## config.mk

```make
export PLATFORM = sky130hd
export DESIGN_NAME = char_term_16x16
export DESIGN_NICKNAME = d
export VERILOG_FILES = /design/src/rtl/char_term_16x16.sv
export SDC_FILE = /design/constraint.sdc
export NUM_CORES = 2
export LEC_CHECK = 0
export ABC_AREA = 1
export BUFFER_PORTS_ARGS = -buffer_cell sky130_fd_sc_hd__buf_2
export CAP_MARGIN = 5
export CORE_UTILIZATION = 55
export DETAILED_ROUTE_END_ITERATION = 6
export PLACE_DENSITY = 0.71
export SETUP_SLACK_MARGIN = 0.1
export SYNTH_ARGS = -nofsm -noshare
export SYNTH_HDL_FRONTEND = slang
export SYNTH_SLANG_ARGS = --single-unit
```

## constraint.sdc

```tcl
create_clock -name clk -period 14.95 [get_ports clk]
set_clock_uncertainty 0.15 [all_clocks]
set_input_delay 0 -clock clk [delete_from_list [all_inputs] [get_ports clk]]
set_output_delay 0 -clock clk [all_outputs]
set_load 0.02 [all_outputs]
```

## src/rtl/char_term_16x16.sv

```systemverilog
// Writable 16x16 character buffer with a terminal-style byte write port and a ROM-compatible read port.
// Optional macro CHAR_TERM_SCROLL_EN: end-of-screen scrolls up one row instead of wrapping to the top.
module char_term_16x16 #(
   parameter logic [6:0] FILL_CHAR = 7'h20
) (
   input  logic       clk,
   input  logic       rst,
   input  logic [7:0] in_data,
   input  logic       in_valid,
   output logic       in_ready,
   input  logic [7:0] char_xy,
   output logic [6:0] char_code,
   output logic [7:0] cursor_xy,
   output logic       busy
);

   localparam logic [1:0] ST_CLEAR   = 2'd0;
   localparam logic [1:0] ST_IDLE    = 2'd1;
   localparam logic [1:0] ST_ROW_CLR = 2'd2;
   localparam logic [1:0] ST_SCROLL  = 2'd3;

   logic [1:0] state_r;
   logic [1:0] state_s;
   logic [7:0] sweep_r;
   logic [7:0] sweep_s;
   logic [7:0] cursor_r;
   logic [7:0] cursor_s;
   logic       ready_r;
   logic [6:0] char_code_r;
   logic       we_s;
   logic [7:0] waddr_s;
   logic [6:0] wdata_s;
   logic       eos_s;
   logic [3:0] row_s;
   logic [3:0] col_s;

   // Cells carry no reset; a reset or FF triggers a fill sweep instead.
   logic [6:0] mem_r [0:255];

   assign row_s     = cursor_r[7:4];
   assign col_s     = cursor_r[3:0];
   assign in_ready  = ready_r;
   assign busy      = ~ready_r;
   assign cursor_xy = cursor_r;
   assign char_code = char_code_r;

   // Next-state, cursor and write-port decode
   always_comb begin
      state_s  = state_r;
      sweep_s  = sweep_r;
      cursor_s = cursor_r;
      we_s     = 1'b0;
      waddr_s  = sweep_r;
      wdata_s  = FILL_CHAR;
      eos_s    = 1'b0;
      case (state_r)
         ST_CLEAR: begin
            we_s = 1'b1;
            if (sweep_r == 8'hFF) begin
               state_s = ST_IDLE;
               sweep_s = 8'h00;
            end else begin
               sweep_s = sweep_r + 8'd1;
            end
         end
         ST_ROW_CLR: begin
            we_s = 1'b1;
            if (sweep_r[3:0] == 4'hF) begin
               state_s = ST_IDLE;
               sweep_s = 8'h00;
            end else begin
               sweep_s = sweep_r + 8'd1;
            end
         end
`ifdef CHAR_TERM_SCROLL_EN
         ST_SCROLL: begin
            // Copy the cell one row below into the current cell, then blank the last row.
            we_s    = 1'b1;
            wdata_s = mem_r[sweep_r + 8'd16];
            if (sweep_r == 8'hEF) begin
               state_s = ST_ROW_CLR;
               sweep_s = 8'hF0;
            end else begin
               sweep_s = sweep_r + 8'd1;
            end
         end
`endif
         ST_IDLE: begin
            if (in_valid) begin
               if ((in_data >= 8'h20) && (in_data <= 8'h7E)) begin
                  we_s    = 1'b1;
                  waddr_s = cursor_r;
                  wdata_s = in_data[6:0];
                  if (col_s != 4'hF) begin
                     cursor_s = {row_s, col_s + 4'd1};
                  end else if (row_s != 4'hF) begin
                     cursor_s = {row_s + 4'd1, 4'h0};
                  end else begin
                     eos_s = 1'b1;
                  end
               end else begin
                  case (in_data)
                     8'h0D: cursor_s = {row_s, 4'h0};
                     8'h0A: begin
                        if (row_s != 4'hF) begin
                           cursor_s = {row_s + 4'd1, 4'h0};
                        end else begin
                           eos_s = 1'b1;
                        end
                     end
                     8'h08: begin
                        if (col_s != 4'h0) begin
                           cursor_s = {row_s, col_s - 4'd1};
                           we_s     = 1'b1;
                           waddr_s  = {row_s, col_s - 4'd1};
                        end else begin
                           cursor_s = cursor_r;
                        end
                     end
                     8'h0C: begin
                        cursor_s = 8'h00;
                        state_s  = ST_CLEAR;
                        sweep_s  = 8'h00;
                     end
                     default: cursor_s = cursor_r;
                  endcase
               end
            end else begin
               cursor_s = cursor_r;
            end
            if (eos_s) begin
`ifdef CHAR_TERM_SCROLL_EN
               cursor_s = 8'hF0;
               state_s  = ST_SCROLL;
               sweep_s  = 8'h00;
`else
               cursor_s = 8'h00;
               state_s  = ST_ROW_CLR;
               sweep_s  = 8'h00;
`endif
            end else begin
               sweep_s = sweep_r;
            end
         end
         default: begin
            state_s = ST_CLEAR;
            sweep_s = 8'h00;
         end
      endcase
   end

   // Control registers; reset restarts the full fill sweep
   always_ff @(posedge clk or posedge rst) begin
      if (rst) begin
         state_r  <= ST_CLEAR;
         sweep_r  <= 8'h00;
         cursor_r <= 8'h00;
         ready_r  <= 1'b0;
      end else begin
         state_r  <= state_s;
         sweep_r  <= sweep_s;
         cursor_r <= cursor_s;
         ready_r  <= (state_s == ST_IDLE);
      end
   end

   // Cell array write port
   always_ff @(posedge clk) begin
      if (we_s) begin
         mem_r[waddr_s] <= wdata_s;
      end
   end

   // Registered read port; a same-cycle write to the addressed cell returns the old value
   always_ff @(posedge clk or posedge rst) begin
      if (rst) begin
         char_code_r <= 7'h00;
      end else begin
         char_code_r <= mem_r[char_xy];
      end
   end

endmodule

```

==> results.txt <==
----------------------------------------------------
[Die]
  Initial core utilization ... 0.5540
  Core Region ... 135500 µm²
  Die width ... 371.4 µm
  Die span in y ... 371.4 µm
  Row count ... 135
  Die Outline Area ... 137900 µm²
  IO Pins ... 36

[Worst setup path]
  Crit-path max cell delay ... 0.87 ns
  Cell with the largest stage delay on the worst path ... sky130_fd_sc_hd__buf_4
  Critical path required time ... 15.56 ns
  Critical path, cell by cell ... buf_8, inv_8, buf_12, buf_12, buf_4, nand2_1, nand3_1, nand3_1, nand3_1, nand3_1, nand2_1, nand2_1, nand3_1, nand3_1, dlygate4sd3_1, nand2_1, dlygate4sd3_1
  Maximum fanout along the worst path ... 248
  CP Capture Type ... flip-flop
  Crit path DAT ... 5.96 ns
  Largest delay contributor family on the critical path ... buffers and inverters
  Critical Path Most Common Cell ... sky130_fd_sc_hd__nand3_1
  Class of the most critical setup path ... in2reg
  Worst Setup Start Kind ... input port
  Combined buffer and inverter count along the critical path ... 7

[Synth]
  Number of nets in the synthesized netlist ... 6466
  Syn_area_per_cell ... 11.65 µm²
  Synth warn ... 0
  Most frequent cell after synthesis ... sky130_fd_sc_hd__nand2_1
  Portion of the post-synthesis area used by sequential elements ... 0.7257
  Combinational family with the most area after synthesis ... simple AND/OR/NAND/NOR gates
  Share of flip-flops with an asynchronous set or reset ... 0.01430
  Unique cell type count in the Yosys netlist ... 37
  Post-Synthesis Cell Area ... 75050 µm²
  Predominant post-synthesis flop cell ... sky130_fd_sc_hd__edfxtp_1
  Instance count of the mapped netlist ... 6442
  Adder-cell share of the synthesized area ... 0.0008336
  Cell type with the highest aggregate area in the netlist ... sky130_fd_sc_hd__edfxtp_1
  Mux cell area share after synthesis ... 0
  XOR/XNOR share of the synthesized area ... 0.0004668
  Biggest area contributors in the synthesized netlist ... sky130_fd_sc_hd__edfxtp_1, sky130_fd_sc_hd__nand3_1, sky130_fd_sc_hd__nand2_1
  Commonest cells in the netlist ... sky130_fd_sc_hd__nand2_1, sky130_fd_sc_hd__edfxtp_1, sky130_fd_sc_hd__nand3_1, sky130_fd_sc_hd__clkbuf_1, sky130_fd_sc_hd__nor2_1
  Number of enable flip-flop cells after synthesis ... 1792
  Simple logic cell fraction of the synthesized area ... 0.2416
  Number of register bits inferred by synthesis ... 1818
  Share of the synthesized area in compound gates (AO/OA/AOI/OAI) ... 0.003984
  Area share of the leading cell type in the synthesized netlist ... 0.7170

[Power]
  Maximum ir drop on the vdd rail ... 0.1363 mV
  Pwr dens ... 127.2 nW/µm²
  Share of power burned in registers ... 0.526
  Internal Dissipation ... 8.224 mW
  Leakage Power ... 30.02 nW
  Logic gate share of total power ... 0.045
  Final total power ... 10.49 mW
  Switching power as a share of total power ... 0.2163
  Power share of the clock group ... 0.429
  Power spent charging and discharging nets ... 2.270 mW

[Drt]
  Post-route ant nets ... 0
  Vias after detailed routing ... 50190
  DR pass1 iterations ... 6
  Post-route DRC ... 0
  Average routed wire per standard cell ... 23.91 µm
  Initial drt markers ... 6876
  Number of vias per cell ... 6.076
  Post-Route WL ... 197.5 mm

[Outcome]
  Run status ... finished, violations left
  Failing checks ... max-slew violations

[STA]
  Setup violation total in the final timing report ... 0
  Sum Neg Setup Slack ... 0 ns
  Setup repair after global routing missed its margin ... no
  Measured slew at the worst slew-check pin ... 1.505 ns
  Normalized max-slew margin ... -0.003164
  Fmax achieved ... 0.1869 GHz
  Period Utilization, post-route ... 0.3580
  Count of final max-slew check failures ... 23
  Minimum clock period ... 5.352 ns
  Hold Vio Cnt, Final ... 0

[Clocking]
  Source-to-sink clock delay at the later pin of the worst-skew pair ... 0.82 ns
  Number of gates given a new drive strength after cts ... 0
  Clk pin slew, worst setup/hold paths ... 0.06 ns
  Number of buffers between clock root and the deepest sink ... 3
  TritonCTS clock tree ... built
  Level count of the clock H-tree ... 4
  TritonCTS buffer count ... 182
  Sinks on Clock Net ... 1818
  Root Buffer Master ... sky130_fd_sc_hd__clkbuf_16

[Job]
  Total of max-cap violations ... 0

[Cells and area]
  Area Growth Syn to Fin ... 9.894%
  Fin nets ... 6356
  Fraction of final layout cells sized beyond drive strength 1 ... 0.08677

[Global route]
  Vias in the first global route ... 48160
  Remaining global-route overflow ... 0
  Largest net degree at the start of global routing ... 249
  Initial antenna violation count ... 2
  GRT Util Overall ... 0.2876
  First-pass GRT wire length ... 297.9 mm

[Min path]
  Worst hold-check path type ... in2reg

[Placement]
  Count of input and output buffers ... 35
  Final Wtd Congestion ... 0.8691
  Half-perimeter wire length after placement ... 105.9 mm

----------------------------------------------------
## final timing paths
kind	from	endpoint	slack [ns]	depth (start not counted)
max	char_xy[0]	char_code[6]$_DFF_PP0_	9.60	17
min	in_valid	cursor_xy[4]$_DFFE_PP0P_	0.10	6
max reg2reg	cursor_xy[0]$_DFFE_PP0P_	mem_r[176][0]$_DFFE_PP_	10.59	12
min reg2reg	sweep_r[3]$_DFFE_PP0P_	sweep_r[3]$_DFFE_PP0P_	0.41	1
max in group asynchronous	rst	cursor_xy[6]$_DFFE_PP0P_	14.04	5
min in group asynchronous	rst	cursor_xy[4]$_DFFE_PP0P_	0.27	5
## registers in the layout (all words and copies together) (netlist names)
signal,count
state_r,2
char_code,7
mem_r,1792
sweep_r,8
cursor_xy,8
in_ready,1
## power groups by stage
stage               sequential [mW]  clock (mW)  combinational (mW)
floorplan                      5.63           0               0.301
global placement               5.63           0               0.449
detailed placement             5.63           0               0.453
CTS                            5.52        4.52               0.463
global route                   5.52        4.71               0.508
finish                         5.52        4.50               0.472
## metrics by stage
stage	setup WS (ns)	std cells	hold slack, ns	cell area (µm²)	utilization
detailed placement	10.03	7894	-0.006900	76320	0.5634
CTS	9.846	8258	0.05954	82470	0.6088
finish	9.598	8260	0.1049	82480	0.6088
global placement	10.09	7894	-0.03068	76320	0.5634
global route	9.412	8258	0.1372	82470	0.6088
floorplan	2.128	6442	-0.1100	75050	-
## timing repair
action,CTS,global route
hold endpoints to repair,398,0
hold buffers,35,0
buffers inserted,0,0
## tightest hold or removal path, cell delays in order
cell and delay (ns):
sky130_fd_sc_hd__dlygate4sd3_1 0.52, sky130_fd_sc_hd__buf_2 0.17, sky130_fd_sc_hd__nor3_1 0.07, sky130_fd_sc_hd__a21oi_1 0.09, sky130_fd_sc_hd__or2_2 0.11, sky130_fd_sc_hd__o21ai_0 0.08
## logic make-up after synthesis
family | count (synthesis)
xor+xnor | 4
flops | 1818
fa+ha+maj | 5
simple gates | 4077
buf+inv | 486
compound gates | 52
## cells in the final DEF (no fill, tap or decap), types with 4 or more instances in the layout
cell,count
sky130_fd_sc_hd__a21oi_1,10
sky130_fd_sc_hd__buf_12,8
sky130_fd_sc_hd__buf_2,31
sky130_fd_sc_hd__buf_4,57
sky130_fd_sc_hd__bufinv_16,19
sky130_fd_sc_hd__clkbuf_1,33
sky130_fd_sc_hd__clkbuf_16,185
sky130_fd_sc_hd__clkinv_1,50
sky130_fd_sc_hd__clkinv_2,30
sky130_fd_sc_hd__dfrtp_1,26
sky130_fd_sc_hd__dlygate4sd3_1,35
sky130_fd_sc_hd__edfxtp_1,1792
sky130_fd_sc_hd__ha_1,5
sky130_fd_sc_hd__inv_1,42
sky130_fd_sc_hd__inv_2,11
sky130_fd_sc_hd__inv_6,7
sky130_fd_sc_hd__inv_8,4
sky130_fd_sc_hd__nand2_1,1983
sky130_fd_sc_hd__nand2_2,19
sky130_fd_sc_hd__nand2_4,18
sky130_fd_sc_hd__nand3_1,1738
sky130_fd_sc_hd__nand4_1,4
sky130_fd_sc_hd__nor2_1,149
sky130_fd_sc_hd__nor2_2,132
sky130_fd_sc_hd__nor2_4,11
sky130_fd_sc_hd__nor3_1,7
sky130_fd_sc_hd__nor3_2,5
sky130_fd_sc_hd__o21ai_0,25
sky130_fd_sc_hd__o21ai_2,5
sky130_fd_sc_hd__o22ai_1,4
sky130_fd_sc_hd__or2_2,4
## layout make-up
cell class	count	area [µm²]
Clock inverter	111	1044
Antenna cell	2	5.005
Sequential cell	1818	54460
Timing Repair Buffer	134	1137
Clock buffer	218	4753
Fill cell	10400	52990
Inverter	58	244.0
Tap cell	1781	2228
Multi-Input combinational cell	4138	18600
## metal layers
| metal | track usage | part of all wire | up-vias |
|---|---|---|---|
| met5 | 0 | 0 | - |
| met2 | 0.4509 | 0.47 | 2839 |
| met1 | 0.4052 | 0.39 | 24380 |
| met3 | 0.05319 | 0.11 | 438 |
| met4 | 0.1033 | 0.034 | 0 |
| li1 | - | - | 22540 |
Note: power is estimated with default switching activity, not from simulation.
